===== config.mk =====
export PLATFORM = sky130hd
export DESIGN_NAME = keypad_scanner
export DESIGN_NICKNAME = d
export VERILOG_FILES = /design/src/rtl/keypad_scanner.sv
export SDC_FILE = /design/constraint.sdc
export NUM_CORES = 1
export LEC_CHECK = 0
export BUFFER_PORTS_ARGS = -buffer_cell sky130_fd_sc_hd__clkbuf_2
export CORE_UTILIZATION = 50
export DETAILED_ROUTE_END_ITERATION = 7
export PLACE_DENSITY = 0.73
export SLEW_MARGIN = 0
export SYNTH_ARGS = -nofsm -noshare
export SYNTH_HDL_FRONTEND = slang
export SYNTH_SLANG_ARGS = --single-unit

===== constraint.sdc =====
create_clock -name clk -period 8.2 [get_ports clk]
set_clock_uncertainty 0.1 [all_clocks]
set_input_delay 1.64 -clock clk [delete_from_list [all_inputs] [get_ports clk]]
set_output_delay 1.64 -clock clk [all_outputs]
set_load 0.02 [all_outputs]

===== src/rtl/keypad_scanner.sv =====
// 4x4 active-low keypad scanner: row drive, column synchronizer, per-row capture,
// single-press decode and a scan-level debounce that commits a key code plus strobe.
module keypad_scanner #(
    parameter int         SCAN_DIV       = 4,
    parameter int         DEBOUNCE_SCANS = 3,
    parameter logic [3:0] NO_KEY         = 4'hF
) (
    input  logic       clk,
    input  logic       reset,
    input  logic [3:0] col_n,
    output logic [3:0] row_n,
    output logic [3:0] key,
    output logic       key_strobe
);
    localparam logic [7:0] DIV_LAST = 8'(SCAN_DIV - 1);
    localparam logic [3:0] DEB_N    = 4'(DEBOUNCE_SCANS);

    typedef enum logic {TRACKING, COMMIT} state_t;

    logic [3:0] sync1_q, sync2_q;
    logic [7:0] div_q;
    logic [1:0] row_q, row_d;
    logic [3:0] row_n_q;
    logic       row_last;
    logic       scan_done;

    state_t     state_q;
    logic [3:0] cand_q, cand_d;
    logic [3:0] cnt_q, cnt_d;
    logic [3:0] key_q;
    logic       key_strobe_q;

    logic [15:0] press_all;
    logic [4:0]  n_pressed;
    logic [3:0]  press_idx;
    logic [3:0]  scan_result;

    assign row_d     = row_q + 2'd1;
    assign row_last  = (div_q == DIV_LAST);
    assign scan_done = row_last && (row_q == 2'd3);

    always_ff @(posedge clk) begin
        if (reset) begin
            sync1_q <= 4'hF;
            sync2_q <= 4'hF;
            div_q   <= '0;
            row_q   <= '0;
            row_n_q <= 4'b1110;
        end else begin
            sync1_q <= col_n;
            sync2_q <= sync1_q;
            if (row_last) begin
                div_q   <= '0;
                row_q   <= row_d;
                row_n_q <= ~(4'b0001 << row_d);
            end else begin
                div_q <= div_q + 8'd1;
            end
        end
    end

    // Rows 0-2 are held here as active-high press vectors; row 3 is used live at evaluation.
    for (genvar gi = 0; gi < 3; gi++) begin : g_cap
        logic [3:0] press_q;
        always_ff @(posedge clk) begin
            if (reset) begin
                press_q <= '0;
            end else if (row_last && (row_q == 2'(gi))) begin
                press_q <= ~sync2_q;
            end
        end
    end

    // Position (3,3) is unassigned, so it is masked out before counting presses.
    assign press_all = {~sync2_q, g_cap[2].press_q, g_cap[1].press_q, g_cap[0].press_q}
                       & 16'h7FFF;

    always_comb begin
        n_pressed = '0;
        press_idx = '0;
        for (int i = 0; i < 16; i++) begin
            if (press_all[i]) begin
                n_pressed = n_pressed + 5'd1;
                press_idx = 4'(i);
            end
        end
    end

    always_comb begin
        scan_result = NO_KEY;
        if (n_pressed == 5'd1) begin
            case (press_idx)
                4'd0:    scan_result = 4'd1;
                4'd1:    scan_result = 4'd2;
                4'd2:    scan_result = 4'd3;
                4'd3:    scan_result = 4'd10;
                4'd4:    scan_result = 4'd4;
                4'd5:    scan_result = 4'd5;
                4'd6:    scan_result = 4'd6;
                4'd7:    scan_result = 4'd11;
                4'd8:    scan_result = 4'd7;
                4'd9:    scan_result = 4'd8;
                4'd10:   scan_result = 4'd9;
                4'd11:   scan_result = 4'd12;
                4'd12:   scan_result = 4'd13;
                4'd13:   scan_result = 4'd0;
                4'd14:   scan_result = 4'd14;
                default: scan_result = NO_KEY;
            endcase
        end
    end

    always_comb begin
        cand_d = cand_q;
        cnt_d  = cnt_q;
        if (scan_result == cand_q) begin
            if (cnt_q != DEB_N) begin
                cnt_d = cnt_q + 4'd1;
            end
        end else begin
            cand_d = scan_result;
            cnt_d  = 4'd1;
        end
    end

    always_ff @(posedge clk) begin
        if (reset) begin
            state_q      <= TRACKING;
            cand_q       <= NO_KEY;
            cnt_q        <= '0;
            key_q        <= NO_KEY;
            key_strobe_q <= 1'b0;
        end else begin
            key_strobe_q <= 1'b0;
            case (state_q)
                TRACKING: begin
                    if (scan_done) begin
                        cand_q <= cand_d;
                        cnt_q  <= cnt_d;
                        if ((cnt_d == DEB_N) && (cand_d != key_q)) begin
                            state_q <= COMMIT;
                        end
                    end
                end
                COMMIT: begin
                    key_q        <= cand_q;
                    key_strobe_q <= (cand_q != NO_KEY);
                    state_q      <= TRACKING;
                end
                default: state_q <= TRACKING;
            endcase
        end
    end

    assign row_n      = row_n_q;
    assign key        = key_q;
    assign key_strobe = key_strobe_q;
endmodule


==> flow_metrics.env, run 1 <==
export IMPL_outcome="finished, violations left"
export IMPL_violations="negative setup slack"
export IMPL_crit_path_start_kind="flip-flop"
export IMPL_cts_tree="done"
export IMPL_synth_warnings=0
export IMPL_finalNonFillerCells=650
export IMPL_syn_num_nets=523
export IMPL_port_buffers=14
export IMPL_met1_length_um=4310
export IMPL_synth_area_mm2=0.00389
export IMPL_p_leak_nw=2.06
export IMPL_syn_inst=490
export IMPL_drive_gt1_share_pct=29.6
export IMPL_r2r_start="g_cap[0].press_q[0]$_SDFFE_PP0P_"
export IMPL_grt_usage_pct=22.0
export IMPL_die_x_um=90.2
export IMPL_synthDistinctLibCells=62
export IMPL_place_congestion=0.913
export IMPL_finalMaxSlewViolations=0
export IMPL_die_area_mm2=0.00814
export IMPL_grt_max_degree=44
export IMPL_crit_fanout=5
export IMPL_rows=31
export IMPL_vias=3545
export IMPL_post_drt_wl_per_cell_um=14.0
export IMPL_cts_root_buf="clkbuf_8"
export IMPL_synth_edf_count=0
export IMPL_fin_crit_sh_pct=107
export IMPL_met2_length_um=4440
export IMPL_cts_buffer_depth=2
export IMPL_dr_pass1_iters=4
export IMPL_yosys_area_top_type="dfxtp_1"
export IMPL_ir_drop_uv=132
export IMPL_slowest_stage="dfxtp_2"
export IMPL_post_synth_top_count_cell="nor2_1"
export IMPL_synthTopCellsByCount="nor2_1 (68), dfxtp_1 (48), nand2_1 (47), a21oi_1 (30), ha_1 (27)"
export IMPL_routed_via_density=5.45
export IMPL_worstSetupPathType="flip-flop to flip-flop"
export IMPL_worst_slew_pin_slew_ps=757
export IMPL_antenna_found_initial=0
export IMPL_hp_start="sync1_q[2]$_SDFF_PP1_"
export IMPL_min_to="sync2_q[2]$_SDFF_PP1_"
export IMPL_synthTopCellsByArea="dfxtp_1 (25%), ha_1 (8.7%), nor2_1 (6.6%)"
export IMPL_reg2reg_depth=52
export IMPL_async_flop_share_pct=0
export IMPL_start_util_pct=52.8
export IMPL_layout_nets=583
export IMPL_required_ps=8290
export IMPL_rsz0062_at_grt="yes"
export IMPL_numCtsBuffers=5
export IMPL_worst_slack_ps=-549
export IMPL_core_area_mm2=0.00737
export IMPL_path_clk_slew_ps=90
export IMPL_max_stage_delay_ps=340
export IMPL_setup_viol=9
export IMPL_hpwl_um=6300
export IMPL_relSlewSlack_pct=49.5
export IMPL_max_freq_mhz=114
export IMPL_antenna_cells=0
export IMPL_fillerInstances=634
export IMPL_holdWs_ps=312
export IMPL_r2r_slack_ps=-550
export IMPL_arrival_ps=8840
export IMPL_grt_pass1_vias=3323
export IMPL_ant_nets=0
export IMPL_synth_flop_cell="dfxtp_1"
export IMPL_clk_insertion_delay_late_ps=300
export IMPL_wl_met3_um=264
export IMPL_drc_errors=0
export IMPL_hold_path_class="flip-flop to flip-flop"
export IMPL_dp_cells=613
export IMPL_end_kind="flip-flop"
export IMPL_grt_pass1_wl_um=15100
export IMPL_yosysTopAreaCellShare_pct=24.7
export IMPL_drv_cap=0
export IMPL_ys_ff_latch=48
export IMPL_hold_viol=0
export IMPL_synth_avg_cell_area_um2=7.94
export IMPL_die_y_um=90.2
export IMPL_min_path_cells=1
export IMPL_wirelength_um=9120
export IMPL_reg2reg_to="cnt_q[0]$_SDFFE_PP0P_"
export IMPL_cts_hold_buf=0
export IMPL_highest_layer="met4"
export IMPL_overflow=0
export IMPL_area_growth_pct=24.4
export IMPL_timing_critical_path_mode_cell="buf_4"
export IMPL_finalCriticalPeriod_ps=8750
export IMPL_clkSinkCount=48
export IMPL_power_density_mw_per_mm2=97.8
export IMPL_io_pins=15
export IMPL_drtIter0Drc=139
export IMPL_yosysSeqAreaShare_pct=24.7
export IMPL_htree_levels=2
==> placed cells by master (no fill, tap or decap), drive strengths merged, types with 4 or more instances in the layout <==
| cell | instances |
|---|---|
| clkbuf | 20 |
| o21ai | 14 |
| xnor3 | 6 |
| a31oi | 6 |
| dfxtp | 48 |
| or2 | 16 |
| ha | 27 |
| and3b | 4 |
| a21o | 4 |
| o31ai | 5 |
| mux2i | 5 |
| nand2 | 47 |
| a211oi | 7 |
| a211o | 5 |
| xor2 | 14 |
| o21a | 6 |
| nand3 | 14 |
| nor2b | 13 |
| nor3 | 12 |
| a21oi | 30 |
| xnor2 | 31 |
| nor3b | 4 |
| inv | 20 |
| buf | 63 |
| nor2 | 68 |
| nor4 | 4 |
| nand2b | 10 |
==> power by group <==
part           switching, W  leakage, nW  internal, W
logic             0.0000436         1.62    0.0000392
clock network     0.0000781       0.0516    0.0000690
registers        0.00000571        0.391     0.000238
==> what timing repair did <==
item,4_1_cts,5_1_grt
pin swaps,5,18
setup buffers,24,5
endpoints found under the setup margin,9,9
gates resized for setup,11,16
==> cell type report <==
cell class	instances	area (um^2)	share of cell area [%]
clock inverter	2	13.8	0.284
inverter	19	71.3	1.47
sequential	48	963	19.9
tap	99	124	2.56
clock buffer	6	82.6	1.70
timing repair buffer	77	556	11.5
multi-input combinational	399	3030	62.6
==> kinds of logic after synthesis <==
| group | after synthesis | synth area share [%] |
|---|---|---|
| muxes | 8 | 2.15 |
| adders and majority gates | 27 | 8.68 |
| xor gates and xnor gates | 51 | 14.7 |
| DFF | 48 | 24.7 |
| and+or+nand+nor | 210 | 26.9 |
| buffers and inverters | 43 | 4.44 |
| AOI/OAI and AO/OA | 103 | 18.4 |
==> through the flow <==
| stage | total power [W] | utilization (%) | setup TNS, ps | setup WS [ps] | instance area [um^2] |
|---|---|---|---|---|---|
| global route | 0.000495 | 65.7 | -7100 | -978 | 4840 |
| global placement | 0.000316 | 59.5 | -1310 | -265 | 4390 |
| CTS | 0.000471 | 63.9 | -3010 | -402 | 4710 |
| detailed placement | 0.000319 | 59.5 | -4460 | -602 | 4390 |
| finish | 0.000473 | 65.7 | -3750 | -549 | 4840 |
| floorplan | 0.000303 | - | -968 | -166 | 4050 |
==> routing by layer <==
| metal | vias to the layer above | track usage, % |
|---|---|---|
| li1 | 1828 | - |
| met1 | 1649 | 29.2 |
| met2 | 58 | 38.2 |
| met3 | 10 | 2.03 |
| met4 | 0 | 5.91 |
| met5 | - | 0 |
==> flip-flops by register name, indices dropped and copies added (netlist names), 2 cells and up <==
name,count
key,4
row_q,2
div_q,8
row_n,4
g_cap.press_q,12
sync2_q,4
cnt_q,4
cand_q,4
sync1_q,4
==> worst max-delay path: cells and delay by family (launching register included) <==
kind | cells | cell delay (ps)
adder cells (fa/ha/maj) | 11 | 2810
AO/OA/AOI/OAI | 15 | 2240
AND/OR/NAND/NOR | 11 | 1230
buffers and inverters | 11 | 1100
multiplexers | 2 | 520
flip-flops | 1 | 340
XOR/XNOR | 2 | 320
==> worst max-delay path by stage <==
stage,from,endpoint,slack (ps),depth (start not counted)
2_1_floorplan,g_cap[0].press_q[1]$_SDFFE_PP0P_,state_q$_SDFF_PP0_,-170,51
3_3_place_gp,g_cap[0].press_q[0]$_SDFFE_PP0P_,state_q$_SDFF_PP0_,-260,50
3_5_place_dp,g_cap[0].press_q[1]$_SDFFE_PP0P_,state_q$_SDFF_PP0_,-600,50
4_1_cts,g_cap[0].press_q[1]$_SDFFE_PP0P_,cnt_q[0]$_SDFFE_PP0P_,-400,50
5_1_grt,g_cap[0].press_q[0]$_SDFFE_PP0P_,cnt_q[0]$_SDFFE_PP0P_,-980,52
6_report,g_cap[0].press_q[0]$_SDFFE_PP0P_,cnt_q[0]$_SDFFE_PP0P_,-550,52
Note: power is estimated with default switching activity, not from simulation.
==> inputs of run 2 (changes only) <==
--- a/config.mk
+++ b/config.mk
@@ -10,4 +10,5 @@
 export DETAILED_ROUTE_END_ITERATION = 7
 export PLACE_DENSITY = 0.73
+export RECOVER_POWER = 25
 export SLEW_MARGIN = 0
 export SYNTH_ARGS = -nofsm -noshare
==> constraint.sdc (replaced) <==
create_clock -name clk -period 8.2 [get_ports clk]
set_clock_uncertainty 0.1 [all_clocks]
set_input_delay 1.64 -clock clk [delete_from_list [all_inputs] [get_ports clk]]
set_output_delay 1.64 -clock clk [all_outputs]
set_load 0.005 [all_outputs]
==> run 2 against run 1 <==
Effect of this change:
- the run still ends with negative setup slack left
- critical path depth decreased by 1
- clock power increased by 20%
- setup slack improved by 210 ps
- largest power group unchanged
- highest routed layer unchanged
==> flow_metrics.env, run 2 (same netlist as run 1, synthesis figures left out) <==
export IMPL_outcome="finished, violations left"
export IMPL_violations="negative setup slack"
export IMPL_cts_tree="done"
export IMPL_die_area_mm2=0.00814
export IMPL_grt_pass1_vias=3427
export IMPL_largest_reg_flops=12
export IMPL_place_ws_ps=-522
export IMPL_start_util_pct=52.8
export IMPL_cts_root_buf="clkbuf_8"
export IMPL_grt_usage_pct=22.6
export IMPL_crit_path_start_kind="flip-flop"
export IMPL_top_register="g_cap.press_q"
export IMPL_area_growth_pct=26.3
export IMPL_max_freq_mhz=117
export IMPL_hold_viol=0
export IMPL_antenna_found_initial=0
export IMPL_internal_power_w=0.000368
export IMPL_holdWs_ps=319
export IMPL_end_kind="flip-flop"
export IMPL_rows=31
export IMPL_power_w=0.000501
export IMPL_worst_slack_ps=-336
export IMPL_fin_crit_sh_pct=104
export IMPL_final_common_cell="buf_4"
export IMPL_power_density_mw_per_mm2=102
export IMPL_grt_max_degree=44
export IMPL_relSlewSlack_pct=47.6
export IMPL_crit_fanout=8
export IMPL_slowest_stage="dfxtp_2"
export IMPL_numCtsBuffers=5
export IMPL_clkSinkCount=48
export IMPL_overflow=0
export IMPL_wirelength_um=9180
export IMPL_post_drt_wl_per_cell_um=13.9
export IMPL_switching_share_pct=26.6
export IMPL_port_buffers=14
export IMPL_routed_via_density=5.58
export IMPL_ir_drop_uv=146
export IMPL_vias=3669
export IMPL_die_y_um=90.2
export IMPL_drtIter0Drc=181
export IMPL_fillerInstances=594
export IMPL_worst_slew_pin_slew_ps=786
export IMPL_finalMaxSlewViolations=0
export IMPL_grt_pass1_wl_um=15400
export IMPL_io_pins=15
export IMPL_hold_path_class="flip-flop to flip-flop"
export IMPL_netSwitchingPower_w=0.000133
export IMPL_pwr_share_clk_pct=35.2
export IMPL_hpwl_um=6280
export IMPL_required_ps=8350
export IMPL_combPwrFrac_pct=16.1
export IMPL_seqPwrFrac_pct=48.7
export IMPL_core_area_mm2=0.00737
export IMPL_ant_nets=0
export IMPL_clk_insertion_delay_late_ps=300
export IMPL_arrival_ps=8690
export IMPL_drc_errors=0
export IMPL_drv_cap=0
export IMPL_p_leak_nw=2.13
export IMPL_layout_nets=591
export IMPL_place_congestion=0.893
export IMPL_reg_top3="g_cap.press_q x12, div_q x8"
export IMPL_htree_levels=2
export IMPL_max_stage_delay_ps=350
export IMPL_final_cell_mix="buf_4 (70), nor2_1 (66), dfxtp_1 (45)"
export IMPL_r2r_slack_ps=-340
export IMPL_timing_critical_path_mode_cell="ha_4"
export IMPL_worstSetupPathType="flip-flop to flip-flop"
export IMPL_rsz0062_at_grt="yes"
export IMPL_cts_hold_buf=0
export IMPL_finalCriticalPeriod_ps=8540
export IMPL_dr_pass1_iters=4
export IMPL_drive_gt1_share_pct=30.8
export IMPL_cts_buffer_depth=2
export IMPL_antenna_cells=0
export IMPL_path_clk_slew_ps=90
export IMPL_setup_viol=9
export IMPL_die_x_um=90.2
==> run 2: per-layer routing <==
| metal | global-route usage, % | vias to the layer above | routed length (um) |
|---|---|---|---|
| li1 | - | 1843 | - |
| met3 | 2.28 | 13 | 316 |
| met4 | 6.18 | 0 | 122 |
| met2 | 40.0 | 80 | 4520 |
| met5 | 0 | - | 0 |
| met1 | 29.0 | 1733 | 4220 |
==> run 2: worst max-delay path, delay by kind of cell, from the launching register on <==
family	cells	cell delay (ps)
compound gates	15	2130
xor+xnor	2	220
fa+ha+maj	13	3260
buf+inv	5	370
flops	1	350
mux	2	480
simple gates	14	1560
==> run 2: power by group through the flow <==
stage	Sequential (W)	Clock, W	Combinational (W)
2_1_floorplan	0.000246	0	0.0000558
6_report	0.000244	0.000176	0.0000806
3_3_place_gp	0.000249	0	0.0000674
4_1_cts	0.000244	0.000179	0.0000762
3_5_place_dp	0.000249	0	0.0000699
5_1_grt	0.000245	0.000189	0.0000883
==> run 2: final cells by class <==
class	count	area (um^2)	area share, %
Clock buffer	5	68.8	1.40
Clock inverter	3	46.3	0.942
Inverter	19	71.3	1.45
Multi-Input combinational cell	399	3030	61.7
Sequential cell	48	965	19.6
Tap cell	99	124	2.52
Timing Repair Buffer	85	607	12.3
==> run 2: final timing paths <==
check / startpoint / to / depth (start not counted)
worst max-delay path: g_cap[0].press_q[0]$_SDFFE_PP0P_ / state_q$_SDFF_PP0_ / 51
worst min-delay path: sync1_q[3]$_SDFF_PP1_ / sync2_q[3]$_SDFF_PP1_ / 1
worst max register to register: g_cap[0].press_q[0]$_SDFFE_PP0P_ / state_q$_SDFF_PP0_ / 51
worst min register to register: sync1_q[3]$_SDFF_PP1_ / sync2_q[3]$_SDFF_PP1_ / 1
==> run 2: per-stage QoR <==
| stage | instances | utilization (%) | instance area [um^2] | setup TNS (ps) |
|---|---|---|---|---|
| 2_1_floorplan | 490 | - | 4060 | -884 |
| 3_3_place_gp | 617 | 60.1 | 4430 | -972 |
| 3_5_place_dp | 617 | 60.1 | 4430 | -3870 |
| 4_1_cts | 651 | 64.9 | 4780 | -2990 |
| 5_1_grt | 658 | 66.7 | 4910 | -6060 |
| 6_report | 658 | 66.7 | 4910 | -2450 |
==> run 2: timing repair <==
item / 4_1_cts / 5_1_grt
endpoints found under the setup margin: 9 / 9
gates resized for setup: 11 / 15
gates cloned: 0 / 0
buffers inserted: 26 / 7
pin swaps: 18 / 13
